`src/rtl/rand_pkg.sv`:
```
// Shared types and constants for the shared-LFSR random arbiter.
package rand_pkg;

  localparam int unsigned LFSR_W = 32;
  localparam int unsigned ID_W   = 3;
  localparam int unsigned BITS_W = 5;

  localparam int unsigned TAP_A = 31;
  localparam int unsigned TAP_B = 21;
  localparam int unsigned TAP_C = 1;
  localparam int unsigned TAP_D = 0;

  localparam logic [LFSR_W-1:0] ZERO_SEED_SUB = 32'h1;

  typedef enum logic [1:0] {
    IDLE    = 2'd0,
    ADVANCE = 2'd1,
    RESP    = 2'd2
  } state_e;

  typedef struct packed {
    logic [ID_W-1:0]   id;
    logic [BITS_W-1:0] b;
  } grant_t;

  function automatic logic [LFSR_W-1:0] lfsr_next(input logic [LFSR_W-1:0] s);
    return {s[LFSR_W-2:0], s[TAP_A] ^ s[TAP_B] ^ s[TAP_C] ^ s[TAP_D]};
  endfunction

  // Mask of b+1 low ones; b=31 yields all ones.
  function automatic logic [LFSR_W-1:0] range_mask(input logic [BITS_W-1:0] b);
    return 32'hFFFF_FFFF >> (5'd31 - b);
  endfunction

endpackage

```
`src/rtl/rand_arbiter_lfsr32_core.sv`:
```
// 32-bit Fibonacci LFSR that shifts only on request; a zero seed is replaced so it never locks up.
module lfsr32_core
  import rand_pkg::*;
(
  input  logic              clk,
  input  logic              clr_n,
  input  logic              step,
  input  logic              load,
  input  logic [LFSR_W-1:0] load_data,
  output logic [LFSR_W-1:0] state
);

  always_ff @(posedge clk or negedge clr_n) begin
    if (!clr_n) begin
      state <= ZERO_SEED_SUB;
    end else if (load) begin
      state <= (load_data == '0) ? ZERO_SEED_SUB : load_data;
    end else if (step) begin
      state <= lfsr_next(state);
    end
  end

endmodule

```
`src/rtl/rand_arbiter.sv`:
```
// Round-robin arbiter handing out masked draws from one shared LFSR.
// Optional build macro RAND_ZERO_SKIP_EN: keep shifting until the masked draw is non-zero.
module rand_arbiter
  import rand_pkg::*;
#(
  parameter int unsigned NUM_REQ = 4,
  parameter int unsigned STEPS   = 8
) (
  input  logic                      clk,
  input  logic                      clr_n,
  input  logic                      seed_load,
  input  logic [LFSR_W-1:0]         seed_data,
  input  logic [NUM_REQ-1:0]        req,
  input  logic [BITS_W*NUM_REQ-1:0] req_bits,
  output logic                      ack,
  output logic [ID_W-1:0]           ack_id,
  output logic [LFSR_W-1:0]         rand_out,
  output logic                      busy
);

  localparam int unsigned CNT_W = 6;
  localparam int unsigned SEL_W = (NUM_REQ > 1) ? $clog2(NUM_REQ) : 1;
  localparam int unsigned SUM_W = ID_W + 1;
  localparam int unsigned SH_W  = 6;

  state_e              state_q, state_d;
  logic [CNT_W-1:0]    cnt_q, cnt_d;
  logic [ID_W-1:0]     rr_q, rr_d;
  grant_t              grant_q, grant_d;
  logic                ack_d, busy_d;
  logic [ID_W-1:0]     ack_id_d;
  logic [LFSR_W-1:0]   rand_d;

  logic [LFSR_W-1:0]   lfsr_q;
  logic                step_c;
  logic [LFSR_W-1:0]   masked_c;
  logic                reject_c;

  logic [NUM_REQ-1:0]  rot_c;
  logic                win_valid_c;
  logic [ID_W-1:0]     win_off_c;
  logic [SUM_W-1:0]    win_sum_c;
  logic [ID_W-1:0]     win_id_c;
  logic [SH_W-1:0]     bits_sh_c;
  logic [BITS_W-1:0]   win_b_c;
  logic [SUM_W-1:0]    rr_inc_c;

  lfsr32_core u_lfsr (
    .clk       (clk),
    .clr_n     (clr_n),
    .step      (step_c),
    .load      (seed_load),
    .load_data (seed_data),
    .state     (lfsr_q)
  );

  assign masked_c = lfsr_next(lfsr_q) & range_mask(grant_q.b);

`ifdef RAND_ZERO_SKIP_EN
  assign reject_c = (masked_c == '0);
`else
  assign reject_c = 1'b0;
`endif

  // Rotate requests so bit 0 is rr_q, then pick the lowest set bit.
  assign rot_c       = NUM_REQ'({req, req} >> rr_q);
  assign win_valid_c = |rot_c;

  always_comb begin
    win_off_c = '0;
    for (int k = int'(NUM_REQ) - 1; k >= 0; k--) begin
      if (rot_c[SEL_W'(k)]) win_off_c = ID_W'(k);
    end
    win_sum_c = SUM_W'(rr_q) + SUM_W'(win_off_c);
    if (win_sum_c >= SUM_W'(NUM_REQ)) win_sum_c = win_sum_c - SUM_W'(NUM_REQ);
  end

  assign win_id_c  = ID_W'(win_sum_c);
  assign bits_sh_c = SH_W'(win_id_c) * SH_W'(BITS_W);
  assign win_b_c   = BITS_W'(req_bits >> bits_sh_c);

  always_comb begin
    rr_inc_c = SUM_W'(grant_q.id) + SUM_W'(1);
    if (rr_inc_c >= SUM_W'(NUM_REQ)) rr_inc_c = '0;
  end

  // Next-state and output decode; a seed load aborts any draw.
  always_comb begin
    state_d  = state_q;
    cnt_d    = cnt_q;
    rr_d     = rr_q;
    grant_d  = grant_q;
    step_c   = 1'b0;
    ack_d    = 1'b0;
    ack_id_d = ack_id;
    rand_d   = rand_out;

    if (seed_load) begin
      state_d = IDLE;
    end else begin
      case (state_q)
        IDLE: begin
          if (win_valid_c) begin
            grant_d = '{id: win_id_c, b: win_b_c};
            cnt_d   = CNT_W'(STEPS);
            state_d = ADVANCE;
          end
        end
        ADVANCE: begin
          step_c = 1'b1;
          if (cnt_q == CNT_W'(1)) begin
            if (!reject_c) begin
              rand_d   = masked_c;
              ack_d    = 1'b1;
              ack_id_d = grant_q.id;
              state_d  = RESP;
            end
          end else begin
            cnt_d = cnt_q - CNT_W'(1);
          end
        end
        RESP: begin
          rr_d    = ID_W'(rr_inc_c);
          state_d = IDLE;
        end
        default: state_d = IDLE;
      endcase
    end

    busy_d = (state_d != IDLE);
  end

  always_ff @(posedge clk or negedge clr_n) begin
    if (!clr_n) begin
      state_q  <= IDLE;
      cnt_q    <= '0;
      rr_q     <= '0;
      grant_q  <= '0;
      ack      <= 1'b0;
      ack_id   <= '0;
      rand_out <= '0;
      busy     <= 1'b0;
    end else begin
      state_q  <= state_d;
      cnt_q    <= cnt_d;
      rr_q     <= rr_d;
      grant_q  <= grant_d;
      ack      <= ack_d;
      ack_id   <= ack_id_d;
      rand_out <= rand_d;
      busy     <= busy_d;
    end
  end

endmodule

```
`config.mk`:
```
export PLATFORM = sky130hd
export DESIGN_NAME = rand_arbiter
export DESIGN_NICKNAME = d
export VERILOG_FILES = /design/src/rtl/rand_pkg.sv /design/src/rtl/rand_arbiter_lfsr32_core.sv /design/src/rtl/rand_arbiter.sv
export SDC_FILE = /design/constraint.sdc
export NUM_CORES = 1
export LEC_CHECK = 0
export BUFFER_PORTS_ARGS = -buffer_cell sky130_fd_sc_hd__buf_2
export CAP_MARGIN = 20
export CORE_MARGIN = 1
export CORE_UTILIZATION = 51
export CTS_BUF_LIST = sky130_fd_sc_hd__clkbuf_8
export CTS_CLUSTER_DIAMETER = 200
export DETAILED_ROUTE_END_ITERATION = 8
export PLACE_DENSITY = 0.79
export SLEW_MARGIN = 20
export SYNTH_ARGS = -nofsm -noshare
export SYNTH_HDL_FRONTEND = slang
export SYNTH_HIERARCHICAL = 1
export SYNTH_SLANG_ARGS = --single-unit
```
`constraint.sdc`:
```
create_clock -name clk -period 2.25 [get_ports clk]
set_input_delay 0.1125 -clock clk [delete_from_list [all_inputs] [get_ports clk]]
set_output_delay 0.1125 -clock clk [all_outputs]
set_load 0.005 [all_outputs]
```
Word level (Yosys, flattened, before mapping)
Cells that the tools add are included.
{"block": "totals", "ff_bits": 88, "input_bits": 59, "output_inout_bits": 37}
{"block": "op_classes", "add_sub_neg": 5, "mul": 1, "magnitude_cmp": 2, "eq_ne": 5, "shifts": 3, "mux": 19, "n_bitwise": 5, "n_reduce_logical": 10}
{"cell": "$mux W32", "n": 3}
{"cell": "$and A32 B32 Y32", "n": 1}
{"cell": "$logic_not A32 Y1", "n": 1}
{"cell": "$shr A32 B5 Y32 const A", "n": 1}
{"cell": "$shr A20 B6 Y5", "n": 1}
{"cell": "$mux W6", "n": 2}
{"cell": "$pmux W6 S2", "n": 1}
{"cell": "$mux W3", "n": 3}
{"cell": "$ge A4 B3 Y1 const B", "n": 2}
{"cell": "$mux W2", "n": 4}
{"cell": "$shr A8 B3 Y4", "n": 1}
{"cell": "$eq A6 B1 Y1 const B", "n": 1}
{"cell": "$mul A3 B3 Y6 const B", "n": 1}
{"cell": "$reduce_and A3 Y1", "n": 2}
{"cell": "$reduce_bool A2 Y1", "n": 3}
{"cell": "$sub A6 B1 Y6 const B", "n": 1}
{"cell": "$mux W1", "n": 5}
{"cell": "$sub A5 B5 Y5 const A", "n": 1}
{"cell": "$add A3 B1 Y4 const B", "n": 1}
{"cell": "$add A3 B3 Y4", "n": 1}
{"cell": "$ne A2 B2 Y1 const B", "n": 2}
{"cell": "$pmux W2 S2", "n": 1}
{"cell": "$reduce_and A4 Y1", "n": 1}
{"cell": "$reduce_or A4 Y1", "n": 1}
{"cell": "other kinds (7)", "n": 9}

Longest topological paths before layout
Gate-level depths: netlist of run 1.
{"block": "depth", "ltp_word": 8, "mapped_depth": 9, "ltp_nobuf": 7}

Cells and area by module
The synthesis of run 1 kept the hierarchy.
{"mod": "rand_arbiter", "n_inst": 1, "cells_per_inst": 292, "area_each_um2": 2813.9, "seq_area_each_um2": 1401.3}
{"mod": "lfsr32_core", "n_inst": 1, "cells_per_inst": 152, "area_each_um2": 1555.2, "seq_area_each_um2": 802.0}

Worst setup path before layout of run 1
OpenSTA, ideal clock, no wires.
{"block": "synth_timing", "kind": "reg-to-reg", "start": "reg rr_q[0]", "end": "reg grant_q[0] in the netlist's numbering", "setup_ns": 0.129, "t_arrival_ns": 2.098, "required_time_ns": 2.121, "path_slack_ns": 0.023, "stages_incl_launch_ff": 8, "synth_period_minus_slack_ns": 2.227, "path_cell_list": "dfrtp_1 > mux4_1 > inv_1 > ha_1 > clkbuf_1 > mux4_2 > nand2b_1 > o21ai_0"}
{"block": "synth_between", "elab_chain_len": 7, "word_cells_on_any_way": 10, "cone_classes": "2 x add/sub; 1 x mul; 1 x order compare; 2 x shift; 2 x mux; 2 x reduce/logical"}
{"element": "start: declaration", "line": "rand_arbiter.sv:28", "text": "logic [ID_W-1:0] rr_q, rr_d;"}
{"element": "start signal: assignment", "line": "rand_arbiter.sv:146", "text": "rr_q <= rr_d;"}
{"element": "$shr A8 B3 Y4", "line": "rand_arbiter.sv:66", "text": "assign rot_c = NUM_REQ'({req, req} >> rr_q);"}
{"element": "$mux W3", "line": "rand_arbiter.sv:72", "text": "if (rot_c[SEL_W'(k)]) win_off_c = ID_W'(k);"}
{"element": "$add A3 B3 Y4 *", "line": "rand_arbiter.sv:74", "text": "win_sum_c = SUM_W'(rr_q) + SUM_W'(win_off_c);"}
{"element": "$ge A4 B3 Y1 / $sub A3 B3 Y3 (equally long branches)", "line": "rand_arbiter.sv:75", "text": "if (win_sum_c >= SUM_W'(NUM_REQ)) win_sum_c = win_sum_c - SUM_W'(NUM_REQ);"}
{"element": "$mux W3 *", "line": "rand_arbiter.sv:75"}
{"element": "net win_sum_c[0]", "line": "rand_arbiter.sv:42", "text": "logic [SUM_W-1:0] win_sum_c;"}
{"element": "$mul A3 B3 Y6 *", "line": "rand_arbiter.sv:79", "text": "assign bits_sh_c = SH_W'(win_id_c) * SH_W'(BITS_W);"}
{"element": "$shr A20 B6 Y5 *", "line": "rand_arbiter.sv:80", "text": "assign win_b_c = BITS_W'(req_bits >> bits_sh_c);"}
{"element": "end signal: assignment", "line": "rand_arbiter.sv:147", "text": "grant_q <= grant_d;"}
{"element": "end: declaration", "line": "rand_arbiter.sv:29", "text": "grant_t grant_q, grant_d;"}
The timed path passes the listed nets; every way through them passes the cells marked *.
A chain may end at the register's enable or synchronous reset.

Worst setup path in the final report of run 1
{"block": "layout_timing", "start": "reg rr_q[0]", "end": "reg grant_q[7] in the netlist's numbering"}
{"block": "layout_between", "elab_chain_len": 5, "word_cells_on_any_way": 8, "cone_classes": "2 x add/sub; 1 x order compare; 1 x shift; 2 x mux; 2 x reduce/logical"}
{"element": "$shr A8 B3 Y4", "line": "rand_arbiter.sv:66"}
{"element": "$mux W3", "line": "rand_arbiter.sv:72"}
{"element": "$add A3 B3 Y4", "line": "rand_arbiter.sv:74"}
{"element": "$ge A4 B3 Y1 / $sub A3 B3 Y3 (equally long branches)", "line": "rand_arbiter.sv:75"}
{"element": "$mux W3", "line": "rand_arbiter.sv:75"}
Parallel ways exist; a longest one is shown, timed or not.

==> results of run 1 <==
final timing paths:
check | end | slack (ns) | cells after the start
hold / removal | u_lfsr/state[19] | 0.001 | 3
hold reg to reg | rand_out[26] | 0.47 | 2
max in group asynchronous | u_lfsr/state[0] | 1.32 | 3
setup / recovery | grant_q[7] | 0.14 | 5
min in group asynchronous | busy | 0.26 | 2
setup reg to reg | grant_q[7] | 0.14 | 5
power by group:
group | internal [mW] | switching (mW) | total (mW)
combinational | 0.983 | 0.997 | 1.98
clock | 0.582 | 0.572 | 1.15
sequential | 2.05 | 0.419 | 2.47
total | 3.62 | 1.99 | 5.61
cell type report:
type	count	area share, %
clock inverter	5	1.16
clock buffer	11	2.81
inverter	11	0.765
multi-input combinational	318	37.3
timing repair buffer	126	14.7
sequential	88	40.8
tap	105	2.44
flip-flops by register name, summed over array words and instances (netlist names):
name / flops
rr_q: 3
busy: 1
grant_q: 8
state_q: 2
cnt_q: 6
ack: 1
rand_out: 32
u_lfsr/state: 32
ack_id: 3
stage by stage:
| step | std cells | utilization [%] | worst slack [ns] | total power [mW] | area (um2) |
|---|---|---|---|---|---|
| after floorplan | 444 | - | 0.0234 | 3.70 | 4370 |
| after detailed placement | 625 | 59.9 | 0.0999 | 4.44 | 4950 |
| after CTS | 663 | 65.2 | 0.0814 | 5.62 | 5380 |
| final | 664 | 65.3 | 0.143 | 5.61 | 5400 |
| after global placement | 625 | 59.9 | 0.202 | 4.35 | 4950 |
| after global routing | 664 | 65.3 | 0.0627 | 6.02 | 5400 |
cell families after synthesis:
group,after synthesis,synth area share (%)
XOR/XNOR,5,1.35
buffers and inverters,38,3.64
AND/OR/NAND/NOR,154,16.2
multiplexers,42,11.6
AO/OA/AOI/OAI,112,15.3
adder cells (fa/ha/maj),5,1.43
flip-flops,88,50.4
layout by cell type (no fill, tap or decap), types with 3 or more instances in the layout:
| cell type | n |
|---|---|
| nand3_1 | 12 |
| mux4_2 | 5 |
| dlygate4sd3_1 | 23 |
| nor4_1 | 8 |
| ha_1 | 4 |
| mux2_2 | 3 |
| buf_4 | 7 |
| dfrtp_1 | 87 |
| nand2b_1 | 9 |
| nor2_1 | 9 |
| o311ai_0 | 3 |
| nand4_1 | 4 |
| buf_2 | 94 |
| o2111ai_1 | 3 |
| clkbuf_8 | 11 |
| or2_2 | 3 |
| o21ai_0 | 78 |
| nand2_1 | 90 |
| xnor2_1 | 4 |
| mux2i_1 | 32 |
| and2_1 | 5 |
| a31oi_1 | 3 |
| inv_1 | 10 |
| o21a_1 | 5 |
| a21oi_1 | 8 |
| or3_1 | 5 |
critical path: stages, from the launching register on:
cell	delay, ns
dfrtp_1	0.40
buf_4	0.16
or4_4	0.54
a311o_1	0.36
nand2_2	0.18
mux2_2	0.36
per-layer routing:
metal | up-vias | routed length [um] | share of wire (%) | GRT usage [%]
li1 | 1788 | - | - | -
met1 | 1742 | 4750 | 46 | 36.0
met2 | 158 | 4790 | 46 | 38.7
met3 | 22 | 628 | 6.0 | 4.27
met4 | 0 | 241 | 2.3 | 9.97
met5 | - | 0 | 0 | 0
what timing repair did:
action / in CTS / in global routing
resized for setup: 0 / 1
endpoints found under the setup margin: 0 / 2
endpoints found under the hold margin: 58 / 1
hold buffers: 22 / 1
setup buffers: 0 / 0
==> flow_metrics.env, run 1 <==
export IMPL_clock_latency_ns=0.35
export IMPL_yosysSeqAreaShare_pct=50.4
export IMPL_cp_data_arrival_time_ns=2.35
export IMPL_report_final_hold_viol_count=0
export IMPL_drive_gt1_share_pct=24.9
export IMPL_cts_buffers=9
export IMPL_slew_headroom_pct=65.7
export IMPL_maxCapViolations=0
export IMPL_fin_crit_sh_pct=93.6
export IMPL_multi_input_area_mm2=0.00201
export IMPL_register_area_mm2=0.00220
export IMPL_final_nets=618
export IMPL_synthFlopType="dfrtp_1"
export IMPL_synth_edff_count=0
export IMPL_core_mm2=0.00826
export IMPL_start_util_pct=52.9
export IMPL_antenna_found_initial=0
export IMPL_syn_avg_cell_area_um2=9.84
export IMPL_dieArea_mm2=0.00894
export IMPL_yosysMostFrequentCell="nand2_1"
export IMPL_netlist_top_cells_count="nand2_1, dfrtp_1, o21ai_0, mux2i_1, clkbuf_1"
export IMPL_grt_overflow=0
export IMPL_drtIter0Drc=328
export IMPL_cts_tree="built"
export IMPL_drtAntennaViolNets=0
export IMPL_clkSlewWorstSetupHoldPaths_ns=0.09
export IMPL_leakage_nw=2.59
export IMPL_skew_ns=0.00709
export IMPL_min_from="seed_data[19]"
export IMPL_min_path_type="in -> reg"
export IMPL_root_buffer="clkbuf_8"
export IMPL_routedWlPerCell_um=15.7
export IMPL_syn_area_mm2=0.00437
export IMPL_r2r_start="rr_q[0]"
export IMPL_grtUsageTotal_pct=25.3
export IMPL_drtPass1Iterations=7
export IMPL_wirelength_mm=10.4
export IMPL_crit_path_start="rr_q[0]"
export IMPL_status="finished, final reports clean"
export IMPL_rsz0062_at_grt="false"
export IMPL_dpl_hpwl_mm=7.53
export IMPL_synth_largest_area_cell="dfrtp_1"
export IMPL_cts_buffer_depth=2
export IMPL_vias=3710
export IMPL_grt_pass1_wl_mm=17.2
export IMPL_cts_sinks=88
export IMPL_syn_to_final_growth_pct=23.5
export IMPL_drc=0
export IMPL_antenna_cells=0
export IMPL_fin_hold_ws_ns=0.00126
export IMPL_vdd_drop_max_mv=0.494
export IMPL_p_per_area_mw_per_mm2=1040
export IMPL_setup_violations=0
export IMPL_io_buffers=95
export IMPL_critPathCaptureType="flip-flop"
export IMPL_synthArstFlopShare_pct=100
export IMPL_ys_types=47
export IMPL_synth_top_area_share_pct=49.8
export IMPL_die_h_um=94.6
export IMPL_die_w_um=94.6
export IMPL_ys_top_cells_by_area="dfrtp_1, o21ai_0, nand2_1"
export IMPL_path_class="reg -> reg"
export IMPL_synth_seq_cells=88
export IMPL_via_per_inst=5.59
export IMPL_post_route_min_period_ns=2.11
export IMPL_synthCells=444
export IMPL_worstSetupStartpointType="flip-flop"
export IMPL_syn_nets=508
export IMPL_first_global_vias=3552
export IMPL_fillerInstances=661
export IMPL_grt_max_degree=67
export IMPL_gp_congestion=0.880
export IMPL_cp_required_ns=2.50
export IMPL_worst_pin_slew_ns=0.509
export IMPL_final_max_slew_viol_count=0
export IMPL_io_pins=96
export IMPL_htreeDepth=3
export IMPL_timing_fmax_mhz=475
export IMPL_critPathMaxFanout=9
export IMPL_fin_tns_setup_ns=0
export IMPL_synth_warning_count=6
export IMPL_row_count=33
(Power assumes the default switching activity.)
==> run 2: changes to the inputs <==
--- a/config.mk
+++ b/config.mk
@@ -12,6 +12,7 @@
 export CTS_BUF_LIST = sky130_fd_sc_hd__clkbuf_8
 export CTS_CLUSTER_DIAMETER = 200
 export DETAILED_ROUTE_END_ITERATION = 8
+export GPL_TIMING_DRIVEN = 0
 export PLACE_DENSITY = 0.79
 export SLEW_MARGIN = 20
 export SYNTH_ARGS = -nofsm -noshare
==> run 2 against run 1 <==
Cell count grew 3.9%. Sequential share of layout area shrank 1.2 points. Design area grew 3.0%. Clock power grew 17%. First-iteration DRC count shrank 24%. Maximum frequency shrank 2.7%. Critical path type unchanged.
==> flow_metrics.env, run 2 (same netlist as run 1, synthesis figures left out) <==
export IMPL_status="finished, final reports clean"
export IMPL_cts_tree="built"
export IMPL_gp_congestion=0.974
export IMPL_final_max_slew_viol_count=0
export IMPL_dpl_hpwl_mm=8.05
export IMPL_clock_latency_ns=0.36
export IMPL_placed_area_mm2=0.00501
export IMPL_min_from="seed_data[19]"
export IMPL_grt_pass1_wl_mm=18.9
export IMPL_drtIter0Drc=250
export IMPL_io_pins=96
export IMPL_wirelength_mm=11.3
export IMPL_clkSlewWorstSetupHoldPaths_ns=0.09
export IMPL_slew_headroom_pct=63.2
export IMPL_cts_buffer_depth=2
export IMPL_crit_family="simple AND/OR/NAND/NOR gates"
export IMPL_antenna_cells=0
export IMPL_via_per_inst=5.71
export IMPL_final_cell_mix="buf_2, nand2_1, dfrtp_1"
export IMPL_drive_gt1_share_pct=24.4
export IMPL_antenna_found_initial=0
export IMPL_grt_max_degree=48
export IMPL_die_w_um=94.6
export IMPL_report_final_hold_viol_count=0
export IMPL_post_route_min_period_ns=2.17
export IMPL_critPathCaptureType="flip-flop"
export IMPL_path_class="reg -> reg"
export IMPL_skew_ns=0.0146
export IMPL_die_h_um=94.6
export IMPL_leakage_nw=2.66
export IMPL_rsz0062_at_grt="true"
export IMPL_final_nets=644
export IMPL_register_area_mm2=0.00220
export IMPL_first_global_vias=3974
export IMPL_cpPeakStageDelay_ns=0.54
export IMPL_critPathMaxFanout=9
export IMPL_p_per_area_mw_per_mm2=1060
export IMPL_maxCapViolations=0
export IMPL_dieArea_mm2=0.00894
export IMPL_syn_to_final_growth_pct=27.1
export IMPL_cp_required_ns=2.50
export IMPL_htreeDepth=3
export IMPL_timing_fmax_mhz=462
export IMPL_grt_overflow=0
export IMPL_cp_data_arrival_time_ns=2.42
export IMPL_core_mm2=0.00826
export IMPL_io_buffers=95
export IMPL_post_layout_total_power_mw=5.87
export IMPL_root_buffer="clkbuf_8"
export IMPL_vdd_drop_max_mv=0.444
export IMPL_worst_path_buf_inv=1
export IMPL_row_count=33
export IMPL_worst_path_max_delay_cell="or4_4"
export IMPL_grtUsageTotal_pct=27.9
export IMPL_reg_largest_list="rand_out: 32 flops, u_lfsr/state: 32 flops, grant_q: 8 flops"
export IMPL_fin_crit_sh_pct=96.2
export IMPL_cts_buffers=9
export IMPL_crit_path_start="rr_q[0]"
export IMPL_drtPass1Iterations=5
export IMPL_setup_violations=0
export IMPL_placed_cells=645
export IMPL_final_cells=690
export IMPL_drtAntennaViolNets=0
export IMPL_drc=0
export IMPL_r2r_start="rr_q[0]"
export IMPL_vias=3941
export IMPL_start_util_pct=52.9
export IMPL_r2r_slack_ns=0.08
export IMPL_fillerInstances=653
export IMPL_worstSetupStartpointType="flip-flop"
export IMPL_multi_input_area_mm2=0.00201
export IMPL_crit_chain="buf_4, or4_4, a311o_1, nand2_2, mux2_2"
export IMPL_routedWlPerCell_um=16.4
export IMPL_layout_commonest_cell="buf_2"
export IMPL_fin_area_mm2=0.00556
export IMPL_cts_sinks=88
export IMPL_fin_hold_ws_ns=0.00499
export IMPL_min_path_type="in -> reg"
export IMPL_worst_pin_slew_ns=0.547
run 2: changes by cell type in the layout (fill, tap and decap cells not counted), moves of 2 or more:
cell,change
clkbuf_2,+2
buf_2,+3
bufinv_16,+2
dlygate4sd3_1,+5
buf_12,-2
clkbuf_8,-2
clkbuf_1,+18
run 2: tightest hold or removal path, stage by stage:
cell and delay [ns]:
buf_2 0.10, nand2_1 0.05, o21ai_0 0.06
run 2: layout make-up:
class	instances	area share, %
repair buffers	126	14.4
clock inverters	7	2.27
flip-flops and latches	88	39.7
multi-input cells	318	36.2
plain buffers	26	2.07
well taps	105	2.36
inverters	11	0.743
clock buffers	9	2.23
run 2: path summary, 6_finish.rpt:
kind	to	cells after the start
hold reg to reg	rand_out[26]	2
min in group asynchronous	busy	2
hold / removal	u_lfsr/state[19]	3
setup / recovery	grant_q[7]	5
max in group asynchronous	u_lfsr/state[0]	3
setup reg to reg	grant_q[7]	5
run 2: power by group:
| group | switching [mW] | internal, mW | leakage (nW) |
|---|---|---|---|
| sequential | 0.367 | 2.06 | 1.10 |
| clock | 0.600 | 0.751 | 0.122 |
| combinational | 1.10 | 1.00 | 1.43 |
| total | 2.06 | 3.81 | 2.66 |
run 2: routing by layer:
layer	up-vias	track usage, %	wire length [um]	part of all wire, %
met1	1888	39.0	5060	45
met2	185	42.5	5240	46
met5	-	0	0	0
li1	1832	-	-	-
met3	36	4.11	683	6.0
met4	0	13.9	364	3.2
run 2: repair_timing:
| action | 4_1_cts | 5_1_grt |
|---|---|---|
| endpoints found under the setup margin | 5 | 11 |
| hold buffers | 28 | 0 |
| resized for setup | 2 | 3 |
| endpoints found under the hold margin | 68 | 0 |
| gates cloned | 0 | 0 |
| buffers inserted | 0 | 2 |
run 2: per-stage QoR:
step / worst slack [ns] / TNS (ns) / util [%]
5_1_grt: -0.00861 / -0.00861 / 67.3
4_1_cts: 0.0605 / 0 / 67.0
2_1_floorplan: 0.0234 / 0 / -
3_5_place_dp: -0.211 / -0.955 / 60.6
3_3_place_gp: -0.164 / -0.770 / 60.3
6_report: 0.0848 / 0 / 67.3
==> run 3: changes to the inputs <==
--- a/config.mk
+++ b/config.mk
@@ -8,12 +8,13 @@
 export BUFFER_PORTS_ARGS = -buffer_cell sky130_fd_sc_hd__buf_2
 export CAP_MARGIN = 20
 export CORE_MARGIN = 1
-export CORE_UTILIZATION = 51
+export CORE_UTILIZATION = 55
 export CTS_BUF_LIST = sky130_fd_sc_hd__clkbuf_8
 export CTS_CLUSTER_DIAMETER = 200
 export DETAILED_ROUTE_END_ITERATION = 8
 export GPL_TIMING_DRIVEN = 0
-export PLACE_DENSITY = 0.79
+export PLACE_DENSITY = 0.81
+export RECOVER_POWER = 50
 export SLEW_MARGIN = 20
 export SYNTH_ARGS = -nofsm -noshare
 export SYNTH_HDL_FRONTEND = slang
==> constraint.sdc (replaced) <==
create_clock -name clk -period 2.3 [get_ports clk]
set_input_delay 0.115 -clock clk [delete_from_list [all_inputs] [get_ports clk]]
set_output_delay 0.115 -clock clk [all_outputs]
set_load 0.005 [all_outputs]
==> run 3 against run 2 <==
The run now ends with negative hold slack left. Routed wire length shrank 0.93%. Utilization increased by 2.8 points. Power decreased by 4.5%. First-iteration DRC count decreased by 9.6%. Combinational power decreased by 2%. Non-clock buffer count shrank 12. Via count shrank 2.1%. Cell count is 2.2% lower. Die area shrank 7.1%. Worst setup slack worse by 0.042 ns. Hold slack got worse by 0.013 ns. Largest cell class unchanged. Largest power group unchanged. Highest routed layer unchanged.
==> flow_metrics.env, run 3 (same netlist as run 1, synthesis figures left out) <==
export IMPL_min_path_type="in -> reg"
export IMPL_syn_to_final_growth_pct=23.2
export IMPL_worst_path_max_delay_cell="mux4_1"
export IMPL_ff2ff_path_depth=7
export IMPL_setup_violations=0
export IMPL_clkSlewWorstSetupHoldPaths_ns=0.09
export IMPL_critPathCaptureType="flip-flop"
export IMPL_fin_hold_ws_ns=-0.00795
export IMPL_pre_cts_ws_ns=-0.223
export IMPL_final_max_slew_viol_count=0
export IMPL_core_mm2=0.00769
export IMPL_final_nets=632
export IMPL_dieArea_mm2=0.00830
export IMPL_path_class="reg -> reg"
export IMPL_start_util_pct=56.8
export IMPL_timing_fmax_mhz=443
export IMPL_via_per_inst=5.71
export IMPL_timing_final_ws_setup_ns=0.0432
export IMPL_final_cell_mix="buf_2, nand2_1, dfrtp_1"
export IMPL_grtUsageTotal_pct=28.5
export IMPL_grt_overflow=0
export IMPL_drtIter0Drc=226
export IMPL_grt_max_degree=53
export IMPL_hold_path_cell_count=3
export IMPL_dpl_hpwl_mm=8.18
export IMPL_vias=3857
export IMPL_cts_buffers=9
export IMPL_wirelength_mm=11.2
export IMPL_io_buffers=95
export IMPL_worstSetupStartpointType="flip-flop"
export IMPL_rsz0062_at_grt="false"
export IMPL_drc=0
export IMPL_drtPass1Iterations=5
export IMPL_slew_headroom_pct=42.3
export IMPL_fin_tns_setup_ns=0
export IMPL_routedWlPerCell_um=16.7
export IMPL_die_h_um=91.1
export IMPL_post_route_min_period_ns=2.26
export IMPL_row_count=32
export IMPL_skew_ns=0.0159
export IMPL_status="complete, but fails checks"
export IMPL_leakage_nw=2.57
export IMPL_layout_commonest_cell="buf_2"
export IMPL_grt_pass1_wl_mm=18.4
export IMPL_crit_chain="mux4_1, inv_1, ha_4, ha_2, mux4_2, nand2b_1, o21ai_0"
export IMPL_cp_data_arrival_time_ns=2.48
export IMPL_fin_crit_sh_pct=98.1
export IMPL_vdd_drop_max_mv=0.434
export IMPL_root_buffer="clkbuf_8"
export IMPL_io_pins=96
export IMPL_cp_required_ns=2.52
export IMPL_maxCapViolations=0
export IMPL_path_depth=7
export IMPL_cts_sinks=88
export IMPL_clock_latency_ns=0.36
export IMPL_worst_pin_slew_ns=0.866
export IMPL_worst_path_buf_inv=1
export IMPL_cts_tree="built"
export IMPL_reg_largest_list="rand_out: 32 flops, u_lfsr/state: 32 flops, grant_q: 8 flops"
export IMPL_drive_gt1_share_pct=23.9
export IMPL_htreeDepth=3
export IMPL_report_final_hold_viol_count=1
export IMPL_first_global_vias=3819
export IMPL_die_w_um=91.1
export IMPL_post_layout_total_power_mw=5.61
export IMPL_gp_congestion=0.902
export IMPL_crit_family="multiplexers"
export IMPL_antenna_cells=0
export IMPL_drtAntennaViolNets=0
export IMPL_p_per_area_mw_per_mm2=1040
export IMPL_cts_buffer_depth=2
export IMPL_antenna_found_initial=0
export IMPL_critPathMaxFanout=6
export IMPL_cpPeakStageDelay_ns=0.59
export IMPL_violations="negative hold slack"
==> run 3: cell count changes in the layout (fill, tap and decap cells not counted), moves of 2 or more <==
cell	before	now
dlygate4sd3_1	28	17
buf_4	6	4
clkinv_2	0	2
clkbuf_1	18	23
buf_2	97	93
==> run 3: timing repair <==
action | in CTS | in global routing
setup buffers | 0 | 1
setup endpoints to repair | 5 | 2
hold endpoints to repair | 52 | 0
hold buffers | 17 | 0
resized for setup | 2 | 2
==> run 3: final cells by class <==
cell class	count	area (um2)
plain buffers	26	114
clock buffers	9	124
clock inverters	7	95.1
fillers	598	2300
inverters	11	41.3
multi-input cells	318	2020
flip-flops and latches	88	2200
well taps	102	128
repair buffers	114	656
==> run 3: final timing paths <==
kind	slack [ns]	from	to
min in group asynchronous	0.41	clr_n	rand_out[28]
max in group asynchronous	0.59	clr_n	u_lfsr/state[16]
worst max-delay path	0.04	rr_q[0]	grant_q[4]
worst min-delay path	-0.008	seed_data[21]	u_lfsr/state[21]
worst max register to register	0.04	rr_q[0]	grant_q[4]
worst min register to register	0.47	rand_out[8]	rand_out[8]
==> run 3: where the power goes <==
| group | total (mW) | internal [mW] | leakage, nW | switching [mW] |
|---|---|---|---|---|
| clock network | 1.17 | 0.614 | 0.110 | 0.559 |
| registers | 2.38 | 2.01 | 1.10 | 0.367 |
| logic | 2.06 | 0.971 | 1.36 | 1.09 |
| total | 5.61 | 3.60 | 2.57 | 2.01 |
==> run 3: routing by layer <==
metal	global-route usage, %	share of wire, %	vias to the layer above
met4	10.4	2.0	0
met5	0	0	-
li1	-	-	1804
met1	39.2	44	1857
met3	4.52	6.5	22
met2	46.0	48	174
==> run 3: tightest hold or removal path, cell delays in order <==
cell	delay (ns)
buf_2	0.09
nand2_1	0.05
o21ai_0	0.06
==> run 3: stage by stage <==
stage	std cells	utilization, %	area (um2)
floorplan	444	-	4370
global placement	641	64.7	4970
detailed placement	642	65.1	5000
CTS	674	70.1	5390
global route	675	70.0	5380
finish	675	70.0	5380
